### src/rtl/ins_loader_pkg.sv
`timescale 1ns/1ps
`default_nettype none
// ins_loader_pkg: FSM state encoding and frame constants shared by the program loader.
// The CHK state only exists when INS_LOADER_CHKSUM_EN is defined.
package ins_loader_pkg;

    localparam int HDR_LEN = 2;
    localparam int CHK_LEN = 1;

    typedef enum logic [2:0] {
        ST_IDLE   = 3'd0,
        ST_LEN_H  = 3'd1,
        ST_LEN_L  = 3'd2,
        ST_DATA_H = 3'd3,
        ST_DATA_L = 3'd4,
`ifdef INS_LOADER_CHKSUM_EN
        ST_CHK    = 3'd5,
`endif
        ST_DONE   = 3'd6,
        ST_ERR    = 3'd7
    } state_t;

    // Where the FSM goes once the last word (or an empty program) has been taken.
`ifdef INS_LOADER_CHKSUM_EN
    localparam state_t ST_AFTER_DATA = ST_CHK;
`else
    localparam state_t ST_AFTER_DATA = ST_DONE;
`endif

    function automatic logic is_rx_state(input state_t s);
        logic r;
        r = 1'b0;
        case (s)
            ST_LEN_H, ST_LEN_L, ST_DATA_H, ST_DATA_L: r = 1'b1;
`ifdef INS_LOADER_CHKSUM_EN
            ST_CHK:                                  r = 1'b1;
`endif
            default:                                 r = 1'b0;
        endcase
        return r;
    endfunction

endpackage
`default_nettype wire

### src/rtl/ins_loader_chk.sv
`timescale 1ns/1ps
`default_nettype none
// ins_loader_chk: pairs high/low bytes into 16-bit values and, when
// INS_LOADER_CHKSUM_EN is defined, keeps the running XOR of accepted frame bytes.
module ins_loader_chk (
    input  logic        clk_i,
    input  logic        rst_ni,
    input  logic        hi_load_i,
    input  logic [7:0]  byte_i,
`ifdef INS_LOADER_CHKSUM_EN
    input  logic        clr_i,
    input  logic        acc_i,
    output logic [7:0]  chk_o,
`endif
    output logic [15:0] pair_o
);

    logic [7:0] hi_q;

    always_ff @(posedge clk_i or negedge rst_ni) begin
        if (!rst_ni) begin
            hi_q <= 8'h00;
        end else if (hi_load_i) begin
            hi_q <= byte_i;
        end
    end

    // The low byte is used straight off the input in the cycle it is accepted.
    assign pair_o = {hi_q, byte_i};

`ifdef INS_LOADER_CHKSUM_EN
    logic [7:0] chk_q;

    always_ff @(posedge clk_i or negedge rst_ni) begin
        if (!rst_ni) begin
            chk_q <= 8'h00;
        end else if (clr_i) begin
            chk_q <= 8'h00;
        end else if (acc_i) begin
            chk_q <= chk_q ^ byte_i;
        end
    end

    assign chk_o = chk_q;
`endif

endmodule
`default_nettype wire

### src/rtl/ins_loader.sv
`timescale 1ns/1ps
`default_nettype none
// ins_loader: receives a length-prefixed program over a byte stream and writes it
// into instruction memory, holding the CPU in reset until a load completes (INS_LOADER_CHKSUM_EN adds checksum).
module ins_loader
    import ins_loader_pkg::*;
#(
    parameter int ADDR_W = 8
) (
    input  logic              Clk,
    input  logic              Rst_n,
    input  logic              Start,
    input  logic [7:0]        RxData,
    input  logic              RxValid,
    output logic              RxReady,
    output logic [ADDR_W-1:0] MemAddr,
    output logic [15:0]       MemWData,
    output logic              WE_IMEM,
    output logic              CpuRst,
    output logic              Busy,
    output logic              Done,
    output logic              Err
);

    localparam logic [16:0] MAX_WORDS = 17'(1) << ADDR_W;

    state_t            state_q, state_d;
    logic              rx_ready_q, we_q, cpu_rst_q, busy_q, done_q, err_q;
    logic [ADDR_W-1:0] addr_q;
    logic [15:0]       wdata_q, len_q;

    logic              w_acc, w_start, w_last, w_hi_load;
    logic [15:0]       w_pair;

    assign w_acc     = RxValid && rx_ready_q;
    assign w_start   = Start && (state_q == ST_IDLE || state_q == ST_DONE || state_q == ST_ERR);
    assign w_last    = (addr_q == ADDR_W'(len_q - 16'd1));
    assign w_hi_load = w_acc && (state_q == ST_LEN_H || state_q == ST_DATA_H);

`ifdef INS_LOADER_CHKSUM_EN
    logic [7:0] w_chk;
    logic       w_chk_acc;

    assign w_chk_acc = w_acc && (state_q != ST_CHK);
`endif

    ins_loader_chk u_chk (
        .clk_i     (Clk),
        .rst_ni    (Rst_n),
        .hi_load_i (w_hi_load),
        .byte_i    (RxData),
`ifdef INS_LOADER_CHKSUM_EN
        .clr_i     (w_start),
        .acc_i     (w_chk_acc),
        .chk_o     (w_chk),
`endif
        .pair_o    (w_pair)
    );

    always_comb begin
        state_d = state_q;
        case (state_q)
            ST_IDLE, ST_DONE, ST_ERR: begin
                if (w_start) state_d = ST_LEN_H;
            end
            ST_LEN_H: begin
                if (w_acc) state_d = ST_LEN_L;
            end
            ST_LEN_L: begin
                if (w_acc) begin
                    if ({1'b0, w_pair} > MAX_WORDS) state_d = ST_ERR;
                    else if (w_pair == 16'd0)       state_d = ST_AFTER_DATA;
                    else                            state_d = ST_DATA_H;
                end
            end
            ST_DATA_H: begin
                if (w_acc) state_d = ST_DATA_L;
            end
            ST_DATA_L: begin
                if (w_acc) state_d = w_last ? ST_AFTER_DATA : ST_DATA_H;
            end
`ifdef INS_LOADER_CHKSUM_EN
            ST_CHK: begin
                if (w_acc) state_d = (RxData == w_chk) ? ST_DONE : ST_ERR;
            end
`endif
            default: state_d = ST_IDLE;
        endcase
    end

    // Status outputs are registered from the next state so they line up with state_q.
    always_ff @(posedge Clk or negedge Rst_n) begin
        if (!Rst_n) begin
            state_q    <= ST_IDLE;
            rx_ready_q <= 1'b0;
            we_q       <= 1'b0;
            cpu_rst_q  <= 1'b1;
            busy_q     <= 1'b0;
            done_q     <= 1'b0;
            err_q      <= 1'b0;
            addr_q     <= '0;
            wdata_q    <= 16'h0000;
            len_q      <= 16'h0000;
        end else begin
            state_q    <= state_d;
            rx_ready_q <= is_rx_state(state_d);
            busy_q     <= is_rx_state(state_d);
            done_q     <= (state_d == ST_DONE);
            err_q      <= (state_d == ST_ERR);
            cpu_rst_q  <= (state_d != ST_DONE);
            we_q       <= w_acc && (state_q == ST_DATA_L);

            if (w_acc && state_q == ST_LEN_L) begin
                len_q <= w_pair;
            end
            if (w_acc && state_q == ST_DATA_L) begin
                wdata_q <= w_pair;
            end

            // Advancing only while words remain keeps the final address from wrapping.
            if (w_start) begin
                addr_q <= '0;
            end else if (we_q && (state_q == ST_DATA_H || state_q == ST_DATA_L)) begin
                addr_q <= addr_q + 1'b1;
            end
        end
    end

    assign RxReady  = rx_ready_q;
    assign MemAddr  = addr_q;
    assign MemWData = wdata_q;
    assign WE_IMEM  = we_q;
    assign CpuRst   = cpu_rst_q;
    assign Busy     = busy_q;
    assign Done     = done_q;
    assign Err      = err_q;

endmodule
`default_nettype wire

### config.mk
export PLATFORM = sky130hd
export DESIGN_NAME = ins_loader
export DESIGN_NICKNAME = d
export VERILOG_FILES = /design/src/rtl/ins_loader_pkg.sv /design/src/rtl/ins_loader_chk.sv /design/src/rtl/ins_loader.sv
export SDC_FILE = /design/constraint.sdc
export NUM_CORES = 1
export LEC_CHECK = 0
export CAP_MARGIN = 20
export CORE_UTILIZATION = 52
export DETAILED_ROUTE_END_ITERATION = 10
export PLACE_DENSITY = 0.76
export SLEW_MARGIN = 20
export SYNTH_ARGS = -nofsm -noshare
export SYNTH_HDL_FRONTEND = slang
export SYNTH_HIERARCHICAL = 1
export SYNTH_SLANG_ARGS = --single-unit
### constraint.sdc
create_clock -name Clk -period 3.1 [get_ports Clk]
set_input_delay 0.62 -clock Clk [delete_from_list [all_inputs] [get_ports Clk]]
set_output_delay 0.62 -clock Clk [all_outputs]
set_load 0.01 [all_outputs]
After elaboration in Yosys (flattened, before gate mapping)
Cells that the tools add are included.
{"block": "classes", "n_eq_ne": 14, "add_sub_neg": 2, "n_reduce_logical": 15, "mux": 12, "order_cmp": 1}
{"operator": "2-to-1 mux 3 bit", "n": 8}
{"operator": "== test 3 bit (second input constant)", "n": 6}
{"operator": "> comparator 16 x 9 -> 1 bit (second input constant)", "n": 1}
{"operator": "logical NOT 16 bit", "n": 1}
{"operator": "2-to-1 mux 8 bit", "n": 2}
{"operator": "case mux 3 bit (5 select lines)", "n": 1}
{"operator": "== test 3 x 2 -> 1 bit (second input constant)", "n": 4}
{"operator": "adder 8 x 1 -> 8 bit (second input constant)", "n": 1}
{"operator": "== test 8 bit", "n": 1}
{"operator": "subtractor 8 x 1 -> 8 bit (second input constant)", "n": 1}
{"operator": "== test 3 x 1 -> 1 bit (second input constant)", "n": 2}
{"operator": "logical AND 1 bit", "n": 6}
{"operator": "logical OR 1 bit", "n": 4}
{"operator": "OR reduction 4 bit", "n": 1}
{"operator": "logical NOT 3 bit", "n": 1}
{"operator": "!= test 3 bit (second input constant)", "n": 1}
{"operator": "OR reduction 3 bit", "n": 1}
{"operator": "nonzero test 2 bit", "n": 1}
{"operator": "2-to-1 mux 1 bit", "n": 1}
{"block": "word_totals", "input_bits": 12, "output_inout_bits": 30, "register_bits": 48, "wordCells": 54}

Longest topological paths before layout
{"block": "depth", "depth_word": 9, "depth_mapped": 9, "ltp_nobuf": 8}

Hierarchy
The synthesis kept the hierarchy.
{"mod": "ins_loader", "cells_per_inst": 217, "area_each_um2": 2015.7, "n_inst": 1, "seq_area_each_um2": 1002.2}
{"mod": "ins_loader_chk", "cells_per_inst": 25, "area_each_um2": 391.6, "n_inst": 1, "seq_area_each_um2": 200.2}

Worst setup path before layout
OpenSTA, ideal clock, no wires.
{"block": "synth_timing", "path_kind": "register to register", "from": "reg len_q[0]", "to": "reg cpu_rst_q (netlist: CpuRst)", "setup_time_ns": 0.088, "t_required_ns": 3.012, "arrival_ns": 2.153, "path_buffers": 0, "path_stages_with_launch": 8, "setup_slack_ns": 0.860, "synth_period_minus_slack_ns": 2.240, "cell_sequence": "dfrtp_1 -> inv_1 -> ha_1 -> or3_2 -> a31o_2 -> a211oi_2 -> a21boi_2 -> or3_1"}
{"block": "synth_between", "elab_chain_len": 6}
{"element": "from (decl)", "line_no": "ins_loader.sv:30", "rtl": "logic [15:0] wdata_q, len_q;"}
{"element": "from (signal assigned)", "line_no": "ins_loader.sv:114", "rtl": "len_q <= w_pair;"}
{"element": "subtractor 8 x 1 -> 8 bit", "line_no": "ins_loader.sv:37", "rtl": "assign w_last = (addr_q == ADDR_W'(len_q - 16'd1));"}
{"element": "== test 8 bit", "line_no": "ins_loader.sv:37"}
{"element": "2-to-1 mux 3 bit (2 in a row)", "line_no": "ins_loader.sv:80", "rtl": "if (w_acc) state_d = w_last ? ST_AFTER_DATA : ST_DATA_H;"}
{"element": "case mux 3 bit (5 select lines)", "line_no": "ins_loader.sv:62", "rtl": "case (state_q)"}
{"element": "!= test 3 bit", "line_no": "ins_loader.sv:110", "rtl": "cpu_rst_q <= (state_d != ST_DONE);"}
{"element": "to (signal assigned)", "line_no": "ins_loader.sv:110"}
{"element": "to (decl)", "line_no": "ins_loader.sv:28", "rtl": "logic rx_ready_q, we_q, cpu_rst_q, busy_q, done_q, err_q;"}
No other way between the ends.
A chain may end at the register's enable or synchronous reset.

Final worst setup path
Ends and elaborated chain as after synthesis.

==> reports/summary.txt <==
LOGIC SYNTHESIS
-----------------------------------------------------------------------------------------
Proportion of register bits with asynchronous set or reset after synthesis .         100%
Cell with the most instances after synthesis ............................... sky130_fd_sc_hd__nand2_1
Post-synth top area cell ................................................... sky130_fd_sc_hd__dfrtp_1
Nets in the synthesized netlist ............................................          256
Number of flip-flops and latches in the synthesized netlist ................           48
Post-synth EDFFs ...........................................................            0
Register area share after synthesis ........................................        49.9%
Combined area of all synthesized cells .....................................   2410 sq um
Synth top area share .......................................................        48.9%
Number of synthesis warnings ...............................................            6
Cells taking the most area after synthesis ................................. sky130_fd_sc_hd__dfrtp_1 (49%), sky130_fd_sc_hd__nand2_1 (9.2%), sky130_fd_sc_hd__mux2_4 (5.0%)
Post-synthesis cell type count .............................................           49
Commonest cells post-synth ................................................. sky130_fd_sc_hd__nand2_1 (59), sky130_fd_sc_hd__dfrtp_1 (47), sky130_fd_sc_hd__nor2_1 (13), sky130_fd_sc_hd__a21oi_1 (9), sky130_fd_sc_hd__buf_4 (9)
Predominant post-synthesis flop cell ....................................... sky130_fd_sc_hd__dfrtp_1
Mean Syn Cell Area .........................................................   9.95 sq um
Gate Count Post-Synth ......................................................          242

ROUTE
-----------------------------------------------------------------------------------------
Detailed Route Iter0 Violations ............................................          154
Post-DRT Antenna Nets ......................................................            0
TritonRoute pass-1 iters ...................................................            4
Wire length on met3 ........................................................       208 um
Uppermost layer routed .....................................................         met4
Remaining routing DRC violations ...........................................            0
Wire length the detailed router placed on met1 .............................      2280 um
Average wire length per cell after detail routing ..........................      14.9 um
Total wirelength of the detailed-routed design .............................      4900 um
Total number of vias .......................................................         1766
Vias per cell ..............................................................         5.37
Routed wl met2 .............................................................      2320 um

FLOORPLAN
-----------------------------------------------------------------------------------------
Starting Density ...........................................................        54.5%
Chip height ................................................................      70.0 um
Core box area ..............................................................   4410 sq um
Full die area ..............................................................   4910 sq um
Die W ......................................................................      70.0 um
Ports ......................................................................           42
Num rows ...................................................................           24

JOB
-----------------------------------------------------------------------------------------
Count of maximum capacitance violations ....................................            0

CLOCKING
-----------------------------------------------------------------------------------------
Bufs on Longest Clock Path .................................................            2
Clock Root Buffer .......................................................... sky130_fd_sc_hd__clkbuf_8
Clock latency of the later-clocked register in the worst-skew pair .........       300 ps
Number of buffers added to fix hold violations after cts ...................            0
TritonCTS clock tree .......................................................          yes
Clock transition at path regs ..............................................        90 ps
Number of setup buffers added after CTS ....................................            0
Total CTS buffers ..........................................................            5
# resized after CTS ........................................................            0
Clk sinks ..................................................................           48
Clock H-tree levels ........................................................            2

SETUP PATH
-----------------------------------------------------------------------------------------
Worst r2r src ..............................................................     len_q[0]
Slack of the worst reg-to-reg path .........................................       640 ps
Worst flop-to-flop path endpoint ...........................................       CpuRst
CP required ................................................................      3330 ps
Endpoint type of the worst setup path ......................................     register
Crit-path cells ............................................................ inv_1 -> ha_1 -> or3_2 -> a31o_2 -> a211oi_2 -> a21boi_2 -> or3_1
Critical path fanouts, max .................................................            6
Kind of critical path ......................................................      reg2reg
Library cell contributing the largest single delay on the critical path .... sky130_fd_sc_hd__or3_2
Critical Path Source Type ..................................................     register
Delay of the slowest critical-path stage ...................................       490 ps
Count of cells along the worst register-to-register path ...................            7
Arrival @ worst endpoint ...................................................      2690 ps

PLACE
-----------------------------------------------------------------------------------------
Number of input and output port buffers inserted ...........................           41
Final Wtd Congestion .......................................................        0.785
Total half-perimeter wirelength after legalization and detailed placement ..      3540 um
Inst Count DP ..............................................................          321

TIMING
-----------------------------------------------------------------------------------------
Hold Slack .................................................................       315 ps
Worst Tran Pin Value .......................................................       579 ps
Maximum clock frequency ....................................................      407 MHz
Summed negative setup slack over all endpoints .............................         0 ps
Post-route clock period utilization ........................................        79.3%
Count of endpoints failing setup in the final report .......................            0
Final hold viol count ......................................................            0
Final max-slew violation count .............................................            0
Clock period minus final worst setup slack .................................      2460 ps
Slew HR ....................................................................        61.4%
Fin Clk Skew ...............................................................      5.66 ps
Unrepaired setup endpoints after global routing ............................        false

PWR
-----------------------------------------------------------------------------------------
Static leakage power .......................................................      1.30 nW
Power density over the cells ...............................................  938 nW/um^2
Peak VDD IR ................................................................     0.427 mV

GLOBAL ROUTE
-----------------------------------------------------------------------------------------
Wire length of the first global-routing pass ...............................      8130 um
Total Routing Usage GR .....................................................        21.5%
Remaining global-route overflow ............................................            0
Vias in the first global route .............................................         1658
Largest net degree at the start of global routing ..........................           49
Initial antenna violation count ............................................            0

FINISH
-----------------------------------------------------------------------------------------
Final nets .................................................................          290
Area growth from synthesis to final layout .................................        20.8%
Fraction of final layout cells sized beyond drive strength 1 ...............        13.7%
Ant. Diodes ................................................................            0
Filler-free cell count of the finished design ..............................          329

MIN PATH
-----------------------------------------------------------------------------------------
Type of the most critical hold path ........................................     in2async

STATUS
-----------------------------------------------------------------------------------------
Run status ................................................................. finished, final reports clean

## layout make-up
cell class	count	area, sq um
inverters	4	15.0
well taps	52	65.1
repair buffers	46	445
multi-input cells	171	1070
clock buffers	6	72.6
flip-flops and latches	48	1200
clock inverters	2	35.0
fillers	375	1510
## worst max path at each step
| stage | from | endpoint | slack, ps | cells past startpoint |
|---|---|---|---|---|
| after detailed placement | RxValid | CpuRst | 510 | 7 |
| after CTS | len_q[0] | CpuRst | 620 | 7 |
| final | len_q[0] | CpuRst | 640 | 7 |
| after floorplan | len_q[0] | CpuRst | 860 | 7 |
| after global routing | len_q[0] | CpuRst | 500 | 7 |
| after global placement | RxValid | CpuRst | 600 | 7 |
## worst max-delay path: cells and delay by family, from the launching register on
kind / cells / cell delay (ps)
adder cells (fa/ha/maj): 1 / 280
buffers and inverters: 1 / 90
AO/OA/AOI/OAI: 3 / 700
AND/OR/NAND/NOR: 2 / 870
flip-flops: 1 / 450
## per-stage QoR
step                      setup WS (ps)  power [mW]  cell area [sq um]  util [%]
after floorplan                     860        1.86               2410         -
final                               640        2.73               2910      65.9
after detailed placement            511        2.30               2800      63.4
after global placement              600        2.26               2800      63.4
after global routing                500        2.91               2910      65.9
after CTS                           621        2.75               2910      65.8
## routing by layer
metal | global-route usage (%) | vias up
li1 | - | 877
met1 | 29.8 | 837
met2 | 33.0 | 44
met3 | 4.47 | 8
met4 | 8.67 | 0
met5 | 0 | -
## sequential cells by signal, indices dropped and copies added, names as in the netlist
signal	count
Busy	1
CpuRst	1
Done	1
Err	1
MemAddr	8
MemWData	16
WE_IMEM	1
len_q	8
state_q	3
u_chk/hi_q	8
## cells in the final DEF, fill, tap and decap left out, types with 2 or more instances in the layout
cell type                         Yosys  routed
sky130_fd_sc_hd__nand2_1             59      59
sky130_fd_sc_hd__dfrtp_1             47      47
sky130_fd_sc_hd__clkdlybuf4s50_1      0      40
sky130_fd_sc_hd__nor2_1              13      13
sky130_fd_sc_hd__a21oi_1              9       9
sky130_fd_sc_hd__nor3_1               8       8
sky130_fd_sc_hd__mux2_4               8       8
sky130_fd_sc_hd__xnor2_1              7       7
sky130_fd_sc_hd__xor2_1               7       7
sky130_fd_sc_hd__o21ai_0              7       7
sky130_fd_sc_hd__mux2_2               7       7
sky130_fd_sc_hd__nor2b_1              6       6
sky130_fd_sc_hd__buf_4                9       6
sky130_fd_sc_hd__clkbuf_8             0       5
sky130_fd_sc_hd__inv_1                3       3
sky130_fd_sc_hd__nor4_1               3       3
sky130_fd_sc_hd__or3_1                3       3
sky130_fd_sc_hd__nand4_1              3       3
sky130_fd_sc_hd__o211ai_1             2       2
sky130_fd_sc_hd__or2_1                2       2
sky130_fd_sc_hd__o31ai_1              2       2
sky130_fd_sc_hd__ha_1                 2       2
## power by group
part / total (mW) / internal (mW) / switching [mW]
Clock: 0.445 / 0.239 / 0.206
Combinational: 1.14 / 0.648 / 0.492
Sequential: 1.14 / 0.878 / 0.266
Total: 2.73 / 1.77 / 0.963
## cell families after synthesis
kind of cell / after synthesis / synth area share [%]
xor gates and xnor gates: 14 / 5.09
muxes: 16 / 8.73
AOI/OAI and AO/OA: 31 / 8.58
DFF: 48 / 49.9
and+or+nand+nor: 108 / 21.2
adders and majority gates: 2 / 1.04
buffers and inverters: 23 / 5.46
No activity file was read; power rests on OpenSTA's default activity.
